### config.mk
export PLATFORM = sky130hd
export DESIGN_NAME = ttm4_rst_seq
export DESIGN_NICKNAME = d
export VERILOG_FILES = /design/src/rtl/ttm4_rst_seq.sv
export SDC_FILE = /design/constraint.sdc
export NUM_CORES = 1
export LEC_CHECK = 0
export ABC_AREA = 1
export BUFFER_PORTS_ARGS = -buffer_cell sky130_fd_sc_hd__buf_2
export CORE_UTILIZATION = 61
export CTS_BUF_LIST = sky130_fd_sc_hd__clkbuf_2
export DETAILED_ROUTE_END_ITERATION = 10
export HOLD_SLACK_MARGIN = 0.15
export PLACE_DENSITY_LB_ADDON = 0.2
export SETUP_SLACK_MARGIN = 0.5
export SYNTH_ARGS = -nofsm -noshare
export SYNTH_HDL_FRONTEND = slang
export SYNTH_SLANG_ARGS = --single-unit
export TNS_END_PERCENT = 10
### constraint.sdc
create_clock -name CLK -period 2 [get_ports CLK]
set_input_delay 0.2 -clock CLK [delete_from_list [all_inputs] [get_ports CLK]]
set_output_delay 0.2 -clock CLK [all_outputs]
set_load 0.005 [all_outputs]
### src/rtl/ttm4_rst_seq.sv
// Staggered reset sequencer: holds N_CH resets, then releases them one by one.
// Optional tick divider is enabled by defining TTM4_RST_SEQ_TICK_EN.
module ttm4_rst_seq #(
    parameter int N_CH     = 4,
    parameter int HOLD_CYC = 4,
    parameter int GAP_CYC  = 4,
    parameter int CNT_W    = 16,
    parameter int TICK_DIV = 50
) (
    input  logic            CLK,
    input  logic            RST,
    input  logic            SREQ,
    output logic [N_CH-1:0] RST_OUT,
    output logic            BUSY,
    output logic            DONE,
    output logic            TICK
);

    localparam int IDX_W = $clog2(N_CH) + 1;
    localparam int MAXV0 = (HOLD_CYC > GAP_CYC) ? HOLD_CYC : GAP_CYC;
    localparam int MAXV  = (MAXV0 > TICK_DIV) ? MAXV0 : TICK_DIV;

    generate
        if (N_CH < 1 || N_CH > 16) begin : g_bad_nch
            $error("ttm4_rst_seq: N_CH must be 1..16");
        end
        if (HOLD_CYC < 1 || GAP_CYC < 1) begin : g_bad_cyc
            $error("ttm4_rst_seq: HOLD_CYC and GAP_CYC must be >= 1");
        end
        if (TICK_DIV < 2) begin : g_bad_div
            $error("ttm4_rst_seq: TICK_DIV must be >= 2");
        end
        if (CNT_W < 1 || CNT_W > 31 || longint'(MAXV) > ((longint'(1) << CNT_W) - 1)) begin : g_bad_cntw
            $error("ttm4_rst_seq: CNT_W too small for HOLD_CYC/GAP_CYC/TICK_DIV");
        end
    endgenerate

    typedef enum logic [1:0] {S_HOLD, S_REL, S_DONE} state_t;

    state_t            state, state_n;
    logic [CNT_W-1:0]  cnt, cnt_n;
    logic [IDX_W-1:0]  idx, idx_n;
    logic              rel, restart;
    logic [N_CH-1:0]   rst_out_n;
    logic              busy_n, done_n;

    always_ff @(posedge CLK) begin
        if (RST) begin
            state   <= S_HOLD;
            cnt     <= '0;
            idx     <= '0;
            RST_OUT <= '1;
            BUSY    <= 1'b1;
            DONE    <= 1'b0;
        end else begin
            state   <= state_n;
            cnt     <= cnt_n;
            idx     <= idx_n;
            RST_OUT <= rst_out_n;
            BUSY    <= busy_n;
            DONE    <= done_n;
        end
    end

    // idx names the channel to release next; it is 0 throughout HOLD.
    always_comb begin
        state_n = state;
        cnt_n   = cnt;
        idx_n   = idx;
        rel     = 1'b0;
        restart = 1'b0;
        if (RST || SREQ) begin
            restart = 1'b1;
            state_n = S_HOLD;
            cnt_n   = '0;
            idx_n   = '0;
        end else begin
            case (state)
                S_HOLD: begin
                    if (cnt == CNT_W'(HOLD_CYC - 1)) begin
                        rel     = 1'b1;
                        cnt_n   = '0;
                        idx_n   = IDX_W'(1);
                        state_n = (N_CH == 1) ? S_DONE : S_REL;
                    end else begin
                        cnt_n = cnt + 1'b1;
                    end
                end
                S_REL: begin
                    if (cnt == CNT_W'(GAP_CYC - 1)) begin
                        rel   = 1'b1;
                        cnt_n = '0;
                        idx_n = idx + 1'b1;
                        if (idx == IDX_W'(N_CH - 1))
                            state_n = S_DONE;
                    end else begin
                        cnt_n = cnt + 1'b1;
                    end
                end
                S_DONE: ;
                default: state_n = S_HOLD;
            endcase
        end
    end

    always_comb begin
        rst_out_n = RST_OUT;
        if (restart) begin
            rst_out_n = '1;
        end else if (rel) begin
            for (int k = 0; k < N_CH; k++)
                if (idx == IDX_W'(k))
                    rst_out_n[k] = 1'b0;
        end
        busy_n = |rst_out_n;
        done_n = (state_n == S_DONE);
    end

`ifdef TTM4_RST_SEQ_TICK_EN
    logic [CNT_W-1:0] tcnt;

    // Free-running; soft requests deliberately leave the divider alone.
    always_ff @(posedge CLK) begin
        if (RST) begin
            tcnt <= '0;
            TICK <= 1'b0;
        end else begin
            TICK <= (tcnt == CNT_W'(TICK_DIV - 1));
            tcnt <= (tcnt == CNT_W'(TICK_DIV - 1)) ? '0 : tcnt + 1'b1;
        end
    end
`else
    assign TICK = 1'b0;
`endif

endmodule

==> out/qor.txt, run 1 <==
top-level port count: 10
setup TNS: 0 ps
Peak Freq: 638 MHz
Synth Area in Simple Gates: 35.2%
post-synthesis compound-gate area fraction: 10.4%
DRT antenna net count: 0
crit path kind: reg2reg
Power Density: 497 nW/um2
r2r startpoint: cnt[1]
Initial Util: 67.5%
Final setup viols: 0
die height: 49.8 um
adder and majority gate portion of the synthesized area: 5.40%
flop-to-flop setup slack: 430 ps
Avg Synthesized Cell Area: 6.99 um2
Distinct cells, synth: 28
Seq/Total Area, Yosys: 38.8%
number of global-route vias before repair: 1204
total gr overflow: 0
Hold Path End: RST_OUT[1]
DRC violations left: 0
Antenna Cells: 0
Die W: 49.8 um
Std-Cell Rows: 16
dpl cells: 233
Post-Syn Instances: 199
most common cell after layout, fill and taps aside: nand2_1
mux cell area share after synthesis: 0%
Routed WL: 3.07 mm
result of the run: completed
HPWL Detailed: 2.18 mm
worst-path maximum fanout: 6
PortBufs: 8
Yosys reg bits: 27
Post-Synthesis Cell Area: 1390 um2
syn_nets: 208
Core Util, Final: 76.9%
top cells by area, synth: dfxtp_1, nand2_1, nor2_1
Final Max Slew Viols: 0
layout cells sized above 1: 20.5%
GPL Wtd Cong: 0.865
Setup crit end kind: flip-flop
DR iter-0 viols: 77
Ys Warns: 0
max cap viols: 0
RSZ-0062 raised after global routing: true
DR WL/cell: 12.7 um
final worst-path cycle share: 78.4%
clk_lat worst skew: 360 ps
most frequent cells in the layout: nand2_1, nor2_1, dfxtp_1, inv_1, a21oi_1
core box area: 2060 um2
worst-case reg-to-reg path depth: 10
gr usage total: 26.7%
htree depth: 1
largest net degree at the start of global routing: 16
CP arrival: 1850 ps
HP Class: in2reg
Worst Path Required: 2280 ps
startpoint of the worst hold path: RST
LEAKAGE: 0.603 nW
area leader, netlist: dfxtp_1
Area growth syn-to-layout: 14.0%
Synth Area in XOR/XNOR: 0.629%
hold depth: 4
initial antenna violation count: 0
Hold Violations, Final: 0
Total Die Area: 2480 um2
Via density: 5.55
total number of vias: 1344
CTS tree: yes
worst hold slack: 171 ps
drt pass-1 iters: 4
final net count: 225
Final Skew: 9.26 ps
clock tree root driver cell: clkbuf_2
Clock transition at path regs: 250 ps
R2R Path End: cnt[9]
clk sinks: 27
Max VDD drop: 0.388 mV
Worst Setup Start Kind: flip-flop
CTS max path bufs: 2
Min Clock Period, post-route: 1570 ps
Num CTS Buffers: 3
post-route insts no fill: 242
largest family of logic cells by synthesized area: simple AND/OR/NAND/NOR gates
first-pass GRT wire length: 5.06 mm
Synth top area share: 38.8%
## worst max-delay path, cell delays in order (launching register included)
cell and delay (ps):
dfxtp_2 420, ha_4 150, inv_2 40, nor2_2 130
nand2_2 80, nor2_4 180, nand3_4 140, nand2_4 130
inv_2 70, o21ai_0 90, a21oi_1 60
## final cells by class
type	count	area, um2
clock buffer	3	15.0
timing repair buffer	15	105
clock inverter	1	5.00
fill	139	475
inverter	29	111
tap	27	33.8
multi-input combinational	140	773
sequential	27	543
## through the flow
stage / worst slack, ps / total power [mW] / cell area, um2
final: 432 / 0.788 / 1590
after global routing: 330 / 0.816 / 1590
after CTS: 505 / 0.782 / 1510
after detailed placement: 415 / 0.578 / 1460
after global placement: 512 / 0.577 / 1460
after floorplan: 607 / 0.572 / 1390
## registers in the layout, indices dropped and copies added, names as in the netlist
register and count:
BUSY 1, cnt 16, state 2, DONE 1, RST_OUT 4, idx 3
## cell usage after synthesis
| cell type | n |
|---|---|
| nor2_2 | 4 |
| inv_2 | 3 |
| ha_1 | 6 |
| o21ai_0 | 7 |
| nand3_1 | 10 |
| nor3_1 | 7 |
| nor2_1 | 31 |
| inv_1 | 26 |
| a21oi_2 | 1 |
| buf_4 | 2 |
| xnor2_1 | 1 |
| o211ai_1 | 1 |
| nor2_4 | 1 |
| nor3b_1 | 1 |
| dfxtp_1 | 27 |
| nand3_2 | 2 |
| nor3_2 | 1 |
| nand2_2 | 1 |
| a2111oi_0 | 1 |
| nand2_1 | 40 |
| nand4_1 | 8 |
| o21ai_1 | 1 |
| nand3b_1 | 1 |
| conb_1 | 1 |
| a21oi_1 | 12 |
| o21bai_2 | 1 |
| buf_2 | 1 |
| o21ai_2 | 1 |
## where the power goes
part           internal, mW  switching (mW)
Clock                0.0453           0.161
Combinational        0.0154          0.0219
Sequential            0.543         0.00239
## layer usage
metal	track usage [%]	wire length (um)
met1	33.8	1300
met2	47.1	1500
met3	3.70	225
met4	6.67	44
met5	0	0
## kinds of logic after synthesis
logic type / after synthesis
other cells: 1
fa+ha+maj: 6
xor+xnor: 1
simple gates: 107
compound gates: 25
flops: 27
buf+inv: 32
## repair_timing
action,4_1_cts,5_1_grt
hold endpoints to repair,0,0
setup buffers,2,3
resized for setup,4,13
hold buffers,0,0
endpoints found under the setup margin,11,14
gates cloned,0,0
pin swaps,0,7
## how the worst max path moves through the flow
stage | end | from | cells past startpoint | slack (ps)
6_report | cnt[9] | cnt[1] | 10 | 430
5_1_grt | BUSY | cnt[1] | 10 | 330
4_1_cts | BUSY | cnt[0] | 10 | 500
3_5_place_dp | cnt[9] | cnt[0] | 10 | 410
3_3_place_gp | cnt[9] | cnt[0] | 10 | 510
2_1_floorplan | BUSY | cnt[0] | 10 | 610
Power figures use the tool's default switching activity.
==> inputs of run 2 (changes only) <==
==> constraint.sdc (replaced) <==
create_clock -name CLK -period 1.6 [get_ports CLK]
set_input_delay 0.16 -clock CLK [delete_from_list [all_inputs] [get_ports CLK]]
set_output_delay 0.16 -clock CLK [all_outputs]
set_load 0.005 [all_outputs]
==> run 2 against run 1 <==
Against the previous run:
- cell count is 0.41% lower
- flip-flop and latch count stayed put
- wire length is 0.39% lower
- non-clock buffer count is 1 lower
- register-to-register slack worse by 300 ps
- die area stayed put
==> out/qor.txt, run 2 (synthesized netlist as in run 1, its figures left out) <==
Clock transition at path regs: 260 ps (was 250 ps)
final worst-path cycle share: 91.8% (was 78.4%)
Die W: 49.8 um (unchanged)
crit path kind: reg2reg (unchanged)
core box area: 2060 um2 (unchanged)
relative slew slack: 65.0%
DR iter-0 viols: 40 (was 77)
Initial Util: 67.5% (unchanged)
total number of vias: 1312 (was 1344)
Setup WS pre-CTS: 130 ps (was 415 ps)
DRT antenna net count: 0 (unchanged)
Total Die Area: 2480 um2 (unchanged)
Worst Setup Start Kind: flip-flop (unchanged)
post-route setup slack: 131 ps (was 432 ps)
Setup crit end kind: flip-flop (unchanged)
result of the run: completed (unchanged)
met2 usage: 46.4% (was 47.1%)
# fillers: 145 (was 139)
Max VDD drop: 0.581 mV (was 0.388 mV)
RSZ-0062 raised after global routing: true (unchanged)
Tightest Pin Transition: 525 ps
max incr delay on CP: 410 ps (was 420 ps)
Routed WL: 3.06 mm (was 3.07 mm)
routing usage on met1: 38.7% (was 33.8%)
Final Skew: 19.5 ps (was 9.26 ps)
post-layout power: 991 uW (was 788 uW)
clock tree root driver cell: clkbuf_2 (unchanged)
gr usage total: 28.4% (was 26.7%)
Buf/Inv on CP: 2 (unchanged)
worst hold slack: 211 ps (was 171 ps)
total gr overflow: 0 (unchanged)
flop-to-flop setup slack: 130 ps (was 430 ps)
CP arrival: 1780 ps (was 1850 ps)
number of global-route vias before repair: 1228 (was 1204)
Hold Violations, Final: 0 (unchanged)
Num CTS Buffers: 3 (unchanged)
Slowest-stage cell, CP: dfxtp_2 (unchanged)
htree depth: 1 (unchanged)
dpl cells: 233 (unchanged)
LEAKAGE: 0.590 nW (was 0.603 nW)
GPL Wtd Cong: 0.878 (was 0.865)
Min Clock Period, post-route: 1470 ps (was 1570 ps)
first-pass GRT wire length: 5.40 mm (was 5.06 mm)
r2r startpoint: cnt[0] (was cnt[1])
worst-path maximum fanout: 5 (was 6)
DRC violations left: 0 (unchanged)
cells along the critical path: ha_4 -> inv_2 -> nor2_1 -> nand2_1 -> nor2_4 -> nand3_4 -> inv_2 -> nand2_2 -> a21oi_2 -> nand2_1 (was ha_4 -> inv_2 -> nor2_2 -> nand2_2 -> nor2_4 -> nand3_4 -> nand2_4 -> inv_2 -> o21ai_0 -> a21oi_1)
drt pass-1 iters: 4 (unchanged)
clk_lat worst skew: 370 ps (was 360 ps)
layout cells sized above 1: 19.6% (was 20.5%)
hold depth: 5 (was 4)
PortBufs: 8 (unchanged)
Worst Path Required: 1910 ps (was 2280 ps)
Most Crowded Layer GR: met2 (unchanged)
CTS max path bufs: 2 (unchanged)
max cap viols: 0 (unchanged)
Final setup viols: 0 (unchanged)
die height: 49.8 um (unchanged)
GR Util met3: 3.70% (unchanged)
R2R Path End: BUSY (was cnt[9])
top cell family by delay on the critical path: simple AND/OR/NAND/NOR gates (unchanged)
HPWL Detailed: 2.24 mm (was 2.18 mm)
most common cell after layout, fill and taps aside: nand2_1 (unchanged)
Area growth syn-to-layout: 13.1% (was 14.0%)
Power Density: 629 nW/um2 (was 497 nW/um2)
Antenna Cells: 0 (unchanged)
Std-Cell Rows: 16 (unchanged)
top-level port count: 10 (unchanged)
setup TNS: 0 ps (unchanged)
largest net degree at the start of global routing: 17 (was 16)
DR WL/cell: 12.7 um (about the same)
Reg with most FFs: cnt (unchanged)
Via density: 5.44 (was 5.55)
most frequent cells in the layout: nand2_1, nor2_1, inv_1 (was nand2_1, nor2_1, dfxtp_1, inv_1, a21oi_1)
worst-case reg-to-reg path depth: 10 (unchanged)
CTS tree: yes (unchanged)
HP Class: in2reg (unchanged)
largest registers: cnt (16), RST_OUT (4), idx (3) (unchanged)
post-route insts no fill: 241 (was 242)
clk sinks: 27 (unchanged)
Final Max Slew Viols: 0 (unchanged)
initial antenna violation count: 0 (unchanged)
Hold Path End: idx[2] (was RST_OUT[1])
Peak Freq: 681 MHz (was 638 MHz)
startpoint of the worst hold path: SREQ (was RST)
Largest register FFs: 16 (unchanged)
final net count: 224 (was 225)
==> run 2: changes by cell type in the layout (fill, tap and decap cells not counted), sizes merged <==
cell         before  now
buf              15   13
clkinv            1    0
clkinvlp          0    1
dlygate4sd3       0    1
==> run 2: repair_timing <==
item / in CTS / in global routing
gates resized for setup: 10 / 3
hold endpoints to repair: 3 / 0
setup buffers: 3 / 0
hold buffers: 1 / 0
setup endpoints to repair: 27 / 31
pin swaps: 5 / 2
==> run 2: per-stage QoR <==
step / util (%) / instance area [um2]
global placement: 71.8 / 1480
floorplan: - / 1410
detailed placement: 71.8 / 1480
finish: 76.3 / 1570
CTS: 75.8 / 1560
global route: 76.3 / 1570
==> run 2: worst reg2reg max path, delay by kind of cell (launching register included) <==
kind / cells / cell delay (ps)
simple gates: 6 / 580
fa+ha+maj: 1 / 140
compound gates: 1 / 160
buf+inv: 2 / 120
flops: 1 / 410
==> run 2: worst max path at each step <==
stage / start / endpoint / slack [ps] / cells after the start
final: cnt[0] / BUSY / 130 / 10
after CTS: cnt[0] / BUSY / 180 / 10
after global routing: cnt[0] / RST_OUT[0] / 50 / 10
after detailed placement: cnt[1] / BUSY / 130 / 10
after global placement: cnt[1] / BUSY / 180 / 10
after floorplan: cnt[1] / BUSY / 260 / 10
==> run 2: cell type report <==
type | count | area, um2 | area share [%]
multi-input cells | 140 | 772 | 49.0
flip-flops and latches | 27 | 547 | 34.7
inverters | 29 | 111 | 7.07
repair buffers | 14 | 87.6 | 5.56
well taps | 27 | 33.8 | 2.15
clock buffers | 3 | 15.0 | 0.954
clock inverters | 1 | 7.51 | 0.477
==> run 2: routing by layer <==
layer	vias to the layer above	wire length, um
li1	664	-
met1	600	1430
met2	41	1410
met3	7	171
met4	0	46
met5	-	0
==> run 2: power breakdown <==
group          total, mW  leakage [nW]  switching (mW)  internal [mW]
combinational     0.0447         0.358          0.0275         0.0172
sequential         0.680         0.219         0.00288          0.677
clock              0.266        0.0126           0.208         0.0579
==> inputs of run 3 (changes only) <==
--- a/config.mk
+++ b/config.mk
@@ -7,7 +7,7 @@
 export LEC_CHECK = 0
 export ABC_AREA = 1
 export BUFFER_PORTS_ARGS = -buffer_cell sky130_fd_sc_hd__buf_2
-export CORE_UTILIZATION = 61
+export CORE_UTILIZATION = 59
 export CTS_BUF_LIST = sky130_fd_sc_hd__clkbuf_2
 export DETAILED_ROUTE_END_ITERATION = 10
 export HOLD_SLACK_MARGIN = 0.15
==> run 3 against run 2 <==
Against the previous run:
- register-to-register slack worse by 40 ps
- non-clock buffer count is 2 higher
- via count is 4.6% higher
- global-route usage is 2.0 points lower
- combinational power is 15% higher
- flip-flop and latch count stayed put
- cell count is 1.2% higher
- clock power is 2% higher
- die area is 3.2% higher
- critical path type unchanged
- critical endpoint is now cnt[7]
==> out/qor.txt, run 3 (synthesized netlist as in run 1, its figures left out) <==
r2r startpoint: cnt[1] (was cnt[0])
DR WL/cell: 13.5 um (was 12.7 um)
HPWL Detailed: 2.26 mm (was 2.24 mm)
drt pass-1 iters: 4 (unchanged)
Peak Freq: 664 MHz (was 681 MHz)
first-pass GRT wire length: 5.05 mm (was 5.40 mm)
routing usage on met1: 31.0% (was 38.7%)
startpoint of the worst hold path: SREQ (unchanged)
setup TNS: 0 ps (unchanged)
CTS max path bufs: 2 (unchanged)
Final setup viols: 0 (unchanged)
Hold Violations, Final: 0 (unchanged)
htree depth: 1 (unchanged)
LEAKAGE: 0.639 nW (was 0.590 nW)
total gr overflow: 0 (unchanged)
Antenna Cells: 0 (unchanged)
DRT antenna net count: 0 (unchanged)
# fillers: 171 (was 145)
Std-Cell Rows: 17 (was 16)
worst-path maximum fanout: 7 (was 5)
area occupied by multi-input gates: 853 um2 (was 772 um2)
Final Skew: 8.57 ps (was 19.5 ps)
DRC violations left: 0 (unchanged)
Die W: 50.6 um (was 49.8 um)
Min Clock Period, post-route: 1510 ps (was 1470 ps)
worst-case reg-to-reg path depth: 10 (unchanged)
number of global-route vias before repair: 1226 (was 1228)
Initial Util: 62.9% (was 67.5%)
Worst Path Required: 1880 ps (was 1910 ps)
Post-CTS Hold Buffers: 1 (unchanged)
largest registers: cnt (16), RST_OUT (4), idx (3) (unchanged)
CP arrival: 1790 ps (was 1780 ps)
Routed WL: 3.29 mm (was 3.06 mm)
RSZ-0062 raised after global routing: true (unchanged)
total number of vias: 1372 (was 1312)
Crit. Startpoint: cnt[1] (was cnt[0])
CTS tree: yes (unchanged)
core box area: 2210 um2 (was 2060 um2)
layout cells sized above 1: 31.9% (was 19.6%)
most frequent cells in the layout: nand2_1, nor2_1, inv_1 (unchanged)
Worst Setup Start Kind: flip-flop (unchanged)
Via density: 5.62 (was 5.44)
Area growth syn-to-layout: 21.5% (was 13.1%)
GR Util met3: 3.33% (was 3.70%)
Max VDD drop: 0.525 mV (was 0.581 mV)
hold depth: 4 (was 5)
top-level port count: 10 (unchanged)
Power Density: 590 nW/um2 (was 629 nW/um2)
die height: 50.6 um (was 49.8 um)
clk sinks: 27 (unchanged)
post-layout power: 997 uW (was 991 uW)
DR iter-0 viols: 39 (was 40)
clock tree root driver cell: clkbuf_2 (unchanged)
final net count: 226 (was 224)
gr usage total: 26.4% (was 28.4%)
Most Crowded Layer GR: met2 (unchanged)
most common cell after layout, fill and taps aside: nand2_1 (unchanged)
max cap viols: 0 (unchanged)
Reg with most FFs: cnt (unchanged)
Largest register FFs: 16 (unchanged)
PortBufs: 8 (unchanged)
sequential cell area: 566 um2 (was 547 um2)
met2 usage: 46.2% (was 46.4%)
largest net degree at the start of global routing: 15 (was 17)
crit path kind: reg2reg (unchanged)
Final Max Slew Viols: 0 (unchanged)
Clock transition at path regs: 250 ps (was 260 ps)
clk_lat worst skew: 360 ps (was 370 ps)
Setup crit end kind: flip-flop (unchanged)
final worst-path cycle share: 94.1% (was 91.8%)
result of the run: completed (unchanged)
Total Die Area: 2560 um2 (was 2480 um2)
initial antenna violation count: 0 (unchanged)
Num CTS Buffers: 3 (unchanged)
HP Class: in2reg (unchanged)
GPL Wtd Cong: 0.876 (was 0.878)
-- run 3: cell types whose count changed in the layout (fill, tap and decap cells not counted), moves of 2 or more --
cell and change:
buf_4 +2, inv_1 -2, nor2_4 +3, dfxtp_2 +6, o21ai_2 +2, nand2_1 -4
dfxtp_4 +3, dfxtp_1 -9, inv_2 +2, nor2_1 -4, nand2_2 +3
-- run 3: worst max-delay path, cell delays in order (launching register included) --
cell and delay, ps:
dfxtp_4 420, ha_4 140, inv_2 40, nor2_1 70, nand2_1 90, nor2_4 190
nand3_4 120, nand2_4 150, inv_6 60, o21ai_0 80, a21oi_1 60
-- run 3: worst paths after layout --
check                                  end  slack [ps]
worst max-delay path                cnt[7]          90
worst min-delay path                cnt[4]         130
worst max register to register      cnt[7]          90
worst min register to register  RST_OUT[3]         490
-- run 3: timing repair --
item | CTS | global route
gates resized for setup | 7 | 43
pin swaps | 7 | 23
setup buffers | 4 | 0
setup endpoints to repair | 27 | 27
hold endpoints to repair | 3 | 1
-- run 3: power breakdown --
part	total [mW]	internal (mW)	switching (mW)
registers	0.675	0.672	0.00308
clock network	0.271	0.0659	0.205
logic	0.0513	0.0191	0.0322
-- run 3: metrics by stage --
step	utilization (%)	area, um2	std cells	setup slack (ps)	hold WS, ps
after floorplan	-	1410	199	259	339
after detailed placement	67.3	1490	235	68.8	404
after CTS	71.0	1570	244	147	158
after global placement	67.3	1490	235	159	397
after global routing	76.4	1690	244	-10.5	142
final	76.4	1690	244	94.8	132
-- run 3: routing by layer --
layer	up-vias	wire, um	share of wire (%)
met5	-	0	0
met4	0	110	3.3
met3	15	135	4.1
met2	49	1710	52
met1	637	1340	41
li1	671	-	-
-- run 3: area by class of cell --
cell class / count / share of cell area [%]
Sequential cell: 27 / 33.5
Clock buffer: 4 / 1.18
Timing Repair Buffer: 16 / 6.07
Multi-Input combinational cell: 140 / 50.5
Tap cell: 28 / 2.07
Inverter: 29 / 6.74
